### config.mk
export PLATFORM = sky130hd
export DESIGN_NAME = my_uart_rx
export DESIGN_NICKNAME = d
export VERILOG_FILES = /design/src/rtl/my_uart_rx.sv
export SDC_FILE = /design/constraint.sdc
export NUM_CORES = 1
export LEC_CHECK = 0
export ABC_AREA = 1
export ABC_CLOCK_PERIOD_IN_PS = 1300
export CORE_MARGIN = 3
export CORE_UTILIZATION = 50
export DETAILED_ROUTE_END_ITERATION = 16
export PLACE_DENSITY = 0.74
export SYNTH_ARGS = -nofsm -noshare
export SYNTH_HDL_FRONTEND = slang
export SYNTH_SLANG_ARGS = --single-unit
### constraint.sdc
create_clock -name clk -period 1.3 [get_ports clk]
set_input_delay 0.39 -clock clk [delete_from_list [all_inputs] [get_ports clk]]
set_output_delay 0.39 -clock clk [all_outputs]
set_load 0.01 [all_outputs]
### src/rtl/my_uart_rx.sv
// UART receiver: 2-flop synchronized line, majority-of-3 mid-bit sampling, overrun/framing flags.
// Optional even parity bit when UART_RX_PARITY_EN is defined.
module my_uart_rx #(
    parameter int OVERSAMPLE = 16
) (
    input  logic       clk,
    input  logic       rst,
    input  logic       uart_rx,
    input  logic       rx_ack,
    output logic [7:0] rx_data,
    output logic       rx_valid,
    output logic       rx_busy,
    output logic       rx_frame_err,
    output logic       rx_overrun,
    output logic       rx_parity_err
);

    localparam int TW = $clog2(OVERSAMPLE);

    localparam logic [TW-1:0] T_S0  = TW'(OVERSAMPLE / 2 - 1);
    localparam logic [TW-1:0] T_S1  = TW'(OVERSAMPLE / 2);
    localparam logic [TW-1:0] T_DEC = TW'(OVERSAMPLE / 2 + 1);
    localparam logic [TW-1:0] T_END = TW'(OVERSAMPLE - 1);

`ifdef UART_RX_PARITY_EN
    typedef enum logic [2:0] {
        S_IDLE,
        S_START,
        S_DATA,
        S_PARITY,
        S_STOP,
        S_WAIT_IDLE
    } state_t;
`else
    typedef enum logic [2:0] {
        S_IDLE,
        S_START,
        S_DATA,
        S_STOP,
        S_WAIT_IDLE
    } state_t;
`endif

    logic          r_sync1;
    logic          r_sync2;
    state_t        r_state;
    state_t        w_state_nxt;
    logic [TW-1:0] r_tick;
    logic [2:0]    r_bitcnt;
    logic [7:0]    r_shift;
    logic          r_s0;
    logic          r_s1;
    logic [7:0]    r_data;
    logic          r_valid;
    logic          r_overrun;

    logic w_rx;
    logic w_maj;
    logic w_at_dec;
    logic w_at_end;
    logic w_tick_clr;
    logic w_tick_inc;
    logic w_bit_clr;
    logic w_bit_inc;
    logic w_shift_en;
    logic w_good;
    logic w_frame_err;
    logic w_parity_err;

`ifdef UART_RX_PARITY_EN
    logic r_par;
    logic w_par_en;
`endif

    assign w_rx     = r_sync2;
    assign w_maj    = (r_s0 & r_s1) | (r_s0 & w_rx) | (r_s1 & w_rx);
    assign w_at_dec = (r_tick == T_DEC);
    assign w_at_end = (r_tick == T_END);

    always_ff @(posedge clk or posedge rst) begin
        if (rst) begin
            r_sync1 <= 1'b1;
            r_sync2 <= 1'b1;
        end else begin
            r_sync1 <= uart_rx;
            r_sync2 <= r_sync1;
        end
    end

    always_ff @(posedge clk or posedge rst) begin
        if (rst) begin
            r_state <= S_IDLE;
        end else begin
            r_state <= w_state_nxt;
        end
    end

    always_comb begin
        w_state_nxt  = r_state;
        w_tick_clr   = 1'b0;
        w_tick_inc   = 1'b0;
        w_bit_clr    = 1'b0;
        w_bit_inc    = 1'b0;
        w_shift_en   = 1'b0;
        w_good       = 1'b0;
        w_frame_err  = 1'b0;
        w_parity_err = 1'b0;
`ifdef UART_RX_PARITY_EN
        w_par_en     = 1'b0;
`endif
        unique case (r_state)
            S_IDLE: begin
                if (!w_rx) begin
                    w_state_nxt = S_START;
                    w_tick_clr  = 1'b1;
                end
            end
            S_START: begin
                if (w_at_dec && w_maj) begin
                    w_state_nxt = S_IDLE;
                    w_tick_clr  = 1'b1;
                end else if (w_at_end) begin
                    w_state_nxt = S_DATA;
                    w_tick_clr  = 1'b1;
                    w_bit_clr   = 1'b1;
                end else begin
                    w_tick_inc = 1'b1;
                end
            end
            S_DATA: begin
                w_shift_en = w_at_dec;
                if (w_at_end) begin
                    w_tick_clr = 1'b1;
                    if (r_bitcnt == 3'd7) begin
`ifdef UART_RX_PARITY_EN
                        w_state_nxt = S_PARITY;
`else
                        w_state_nxt = S_STOP;
`endif
                    end else begin
                        w_bit_inc = 1'b1;
                    end
                end else begin
                    w_tick_inc = 1'b1;
                end
            end
`ifdef UART_RX_PARITY_EN
            S_PARITY: begin
                w_par_en = w_at_dec;
                if (w_at_end) begin
                    w_state_nxt = S_STOP;
                    w_tick_clr  = 1'b1;
                end else begin
                    w_tick_inc = 1'b1;
                end
            end
`endif
            S_STOP: begin
                if (w_at_dec) begin
                    w_tick_clr = 1'b1;
`ifdef UART_RX_PARITY_EN
                    w_parity_err = ^{r_shift, r_par};
`endif
                    if (w_maj) begin
                        w_state_nxt = S_IDLE;
                        w_good      = 1'b1;
                    end else begin
                        w_state_nxt = S_WAIT_IDLE;
                        w_frame_err = 1'b1;
                    end
                end else begin
                    w_tick_inc = 1'b1;
                end
            end
            S_WAIT_IDLE: begin
                // Line must stay high a full bit period before re-arming.
                if (!w_rx) begin
                    w_tick_clr = 1'b1;
                end else if (w_at_end) begin
                    w_state_nxt = S_IDLE;
                    w_tick_clr  = 1'b1;
                end else begin
                    w_tick_inc = 1'b1;
                end
            end
            default: begin
                w_state_nxt = S_IDLE;
                w_tick_clr  = 1'b1;
            end
        endcase
    end

    always_ff @(posedge clk or posedge rst) begin
        if (rst) begin
            r_tick   <= '0;
            r_bitcnt <= 3'd0;
        end else begin
            if (w_tick_clr) begin
                r_tick <= '0;
            end else if (w_tick_inc) begin
                r_tick <= r_tick + 1'b1;
            end
            if (w_bit_clr) begin
                r_bitcnt <= 3'd0;
            end else if (w_bit_inc) begin
                r_bitcnt <= r_bitcnt + 3'd1;
            end
        end
    end

    always_ff @(posedge clk or posedge rst) begin
        if (rst) begin
            r_s0    <= 1'b1;
            r_s1    <= 1'b1;
            r_shift <= 8'h00;
        end else begin
            if (r_tick == T_S0) begin
                r_s0 <= w_rx;
            end
            if (r_tick == T_S1) begin
                r_s1 <= w_rx;
            end
            if (w_shift_en) begin
                r_shift[r_bitcnt] <= w_maj;
            end
        end
    end

`ifdef UART_RX_PARITY_EN
    always_ff @(posedge clk or posedge rst) begin
        if (rst) begin
            r_par <= 1'b0;
        end else if (w_par_en) begin
            r_par <= w_maj;
        end
    end
`endif

    // A load coinciding with an ack wins; otherwise a held byte blocks the new one.
    always_ff @(posedge clk or posedge rst) begin
        if (rst) begin
            r_data    <= 8'h00;
            r_valid   <= 1'b0;
            r_overrun <= 1'b0;
        end else if (w_good) begin
            if (r_valid && !rx_ack) begin
                r_overrun <= 1'b1;
            end else begin
                r_data    <= r_shift;
                r_valid   <= 1'b1;
                r_overrun <= 1'b0;
            end
        end else if (rx_ack) begin
            r_valid   <= 1'b0;
            r_overrun <= 1'b0;
        end
    end

    assign rx_data       = r_data;
    assign rx_valid      = r_valid;
    assign rx_overrun    = r_overrun;
    assign rx_busy       = (r_state != S_IDLE);
    assign rx_frame_err  = w_frame_err;
    assign rx_parity_err = w_parity_err;

endmodule

==> impl_results.md <==
- Status: complete, but fails checks
- Violated checks: setup timing
- Filler Cell Count: 181
- Main synth FF type: dfrtp_1
- CP peak stage delay: between 500 and 600 ps
- Fraction of layout cells with a size suffix above 1: 0.5556
- TNS Setup: -5545 ps
- Mapped Nets: 205
- Hold Path Class: input pin to async pin
- # clock sinks: 32
- Clock latency on the worst-skew pair: ~350 ps
- Top cells by area, synth: dfrtp_1 (41%), nand2_1 (12%), dfstp_2 (6.2%)
- Initial drt markers: 84
- Unrepaired setup endpoints after global routing: yes
- Cell count after synthesis: 196
- Vias: 1625
- Overall power: roughly 3.5 mW
- Wire length per cell: 16.61 um
- Starting Density: 0.5381
- TritonCTS buffer count: 5
- Fraction of registers with async set or reset after synthesis: 1.000
- Syn Std Cell Area: 1697 um^2
- Gr busiest metal: met2
- Register area share after synthesis: 0.4749
- Arrival @ worst endpoint: approximately 1300 ps
- Crit-path leading delay family: flip-flops
- Die width: ~64 um
- Synth Area in Adders: 0.03687
- First-pass GRT wire length: 7.051 mm
- First-pass DRT Iterations: 4
- Antenna cells: 0
- Seq cells post-synth: 32
- DRC Markers: 0
- Bufs and invs on worst path: 1
- Synth warnings: 0
- Largest net degree at the start of global routing: 22
- CTS tree: built
- Clock slew at reported path FFs: roughly 110 ps
- Die area: 4128 um^2
- Worst EP required: 910 ps
- Min Clock Period, post-route: 1682 ps
- Routed vias/inst: about 5.3
- Top cell type's share of synthesized area: 0.4130
- CP startpoint kind: register
- Maxcap violations: 0
- Post-detail-place hpwl: between 2 and 3 mm
- Hold buffer count at cts: 0
- Root Driver: clkbuf_4
- GR Util met2: 0.4149
- Row cnt: 20
- Gp weighted congestion: 0.8525
- Crit path kind: register to output port
- Lkg Pwr: 1.244 nW
- Core area: 3153 um^2
- Largest family of logic cells by synthesized area: simple AND/OR/NAND/NOR gates
- Mux contribution to synthesized area: 0
- Vias in the first global route: 1608
- Total gr overflow: 0
- Tcrit/Tclk final: 1.294
- XOR/XNOR share of the synthesized area: 0.01032
- Compound-Gate Fraction of Synth Area: 0.1062
- Fin worst setup slack: -381.9 ps
- Initial antenna violation count: 0
- Leading area contributor after synthesis: dfrtp_1
- CP Max Fanout: 3
- CP Depth: 4
- P&R area growth vs syn: 51.92%
- Max VDD drop: between 1 and 1.5 mV
- I/O pin count: 17
- Port buffer count: 15
- All-Layer GR Usage: 0.2221
- Worst Skew: 18.09 ps
- Final slew viol count: 0
- Number of enable flip-flop cells after synthesis: 0
- Count of cell types in the netlist: 28
- CP cell instances: nand2_1 -> nand3_4 -> nor3_4 -> buf_2
- R2R cell count: 10
- CTS Buffer Depth: 2
- GR Layer Usage met3: 0.05272
- DRT Wirelength: 5.065 mm
- Pwr Density: about 1300 nW/um^2
- Slowest cell on crit path: dfstp_2
- Crit end category: output port
- Avg Cell Area, Syn: 8.656 um^2
- Simple-gate share of the synthesized area: 0.2898
- Met1 Use GR: 0.2322
- Die height: ~64 um
- Detail Route Antenna Nets: 0
- Final Net Count: 269
- Fin. Hold Viols: 0
- Htree depth: 2
- FMAX: just under 600 MHz
- Final setup fails: 31
## area by class of cell
type | count | area (um^2) | share of cell area
tap | 44 | 55.05 | 0.02136
sequential | 32 | 805.8 | 0.3126
timing repair buffer | 58 | 462.9 | 0.1796
multi-input combinational | 134 | 1057 | 0.4102
clock buffer | 5 | 37.54 | 0.01456
clock inverter | 3 | 42.54 | 0.01650
inverter | 29 | 116.4 | 0.04515
## worst min-delay path: stages
cell	delay, ps
clkdlybuf4s50_1	410
inv_1	70
buf_4	200
## placed cells by master, fill, tap and decap left out, drive strengths merged, types with 2 or more instances in the layout
cell	n
clkdlybuf4s50	3
dfstp	4
nand3	22
nand2	55
nor2	17
buf	55
xor2	2
nor3	2
clkbuf	5
a21oi	6
o21ai	19
ha	5
inv	29
dfrtp	28
## registers in the layout (all words and copies together) (netlist names)
signal,count
r_sync1,1
rx_overrun,1
r_tick,4
r_sync2,1
r_shift,8
r_s1,1
r_state,3
r_s0,1
rx_valid,1
r_bitcnt,3
rx_data,8
## final timing paths
path	start	endpoint	slack (ps)
max in group asynchronous	rst	r_shift[1]$_DFFE_PP0P_	660
min in group clk	r_sync1$_DFF_PP1_	r_sync2$_DFF_PP1_	370
setup / recovery	r_s0$_DFFE_PP1N_	rx_frame_err	-380
setup reg to reg	r_s0$_DFFE_PP1N_	r_tick[1]$_DFFE_PP0P_	-290
hold reg to reg	r_sync1$_DFF_PP1_	r_sync2$_DFF_PP1_	370
hold / removal	rst	r_state[0]$_DFFE_PP0P_	360
## layer usage
metal / vias to the layer above / share of wire
met5: - / 0
met4: 0 / 0.049
met3: 24 / 0.057
met2: 61 / 0.53
met1: 791 / 0.37
li1: 749 / -
## where the power goes
group          leakage (nW)  internal [mW]  switching (mW)
sequential            0.429           1.12          0.0917
combinational         0.775          0.612           0.871
clock                0.0412          0.401           0.360
## metrics by stage
| stage | utilization | instance area (um^2) | setup WS (ps) | cells | hold slack [ps] |
|---|---|---|---|---|---|
| 2_1_floorplan | - | 1750 | -32.97 | 196 | 345.2 |
| 3_3_place_gp | 0.6714 | 2117 | -441.2 | 277 | 354.1 |
| 3_5_place_dp | 0.6714 | 2117 | -466.3 | 277 | 356.2 |
| 4_1_cts | 0.7651 | 2412 | -382.0 | 302 | 364.0 |
| 5_1_grt | 0.8175 | 2577 | -465.1 | 305 | 368.7 |
| 6_report | 0.8175 | 2577 | -381.9 | 305 | 360.0 |
## logic make-up (layout without fill, tap and decap cells)
logic type,Yosys count,after routing
AO/OA/AOI/OAI,28,28
XOR/XNOR,2,2
adder cells (fa/ha/maj),5,5
buffers and inverters,32,95
flip-flops,32,32
other,1,1
AND/OR/NAND/NOR,96,98
## Yosys cell counts, types with 2 or more instances
library cell  instances
nor2_2                2
dfstp_2               4
xor2_1                2
buf_4                 2
o21ai_0               6
nand3_1              13
dfrtp_1              28
ha_1                  5
o21ai_1               5
o21ai_2               8
a21oi_1               5
inv_2                 5
nand3_2               4
inv_1                24
nand2_1              55
nor2_1               11
nand3_4               3
nor2_4                4
## repair_timing
| action | in CTS | in global routing |
|---|---|---|
| resized for setup | 84 | 40 |
| cloned | 2 | 0 |
| setup buffers | 16 | 7 |
| pin swaps | 18 | 14 |
| setup endpoints to repair | 39 | 37 |
| hold endpoints to repair | 0 | 0 |
No activity file was read; power rests on OpenSTA's default activity.
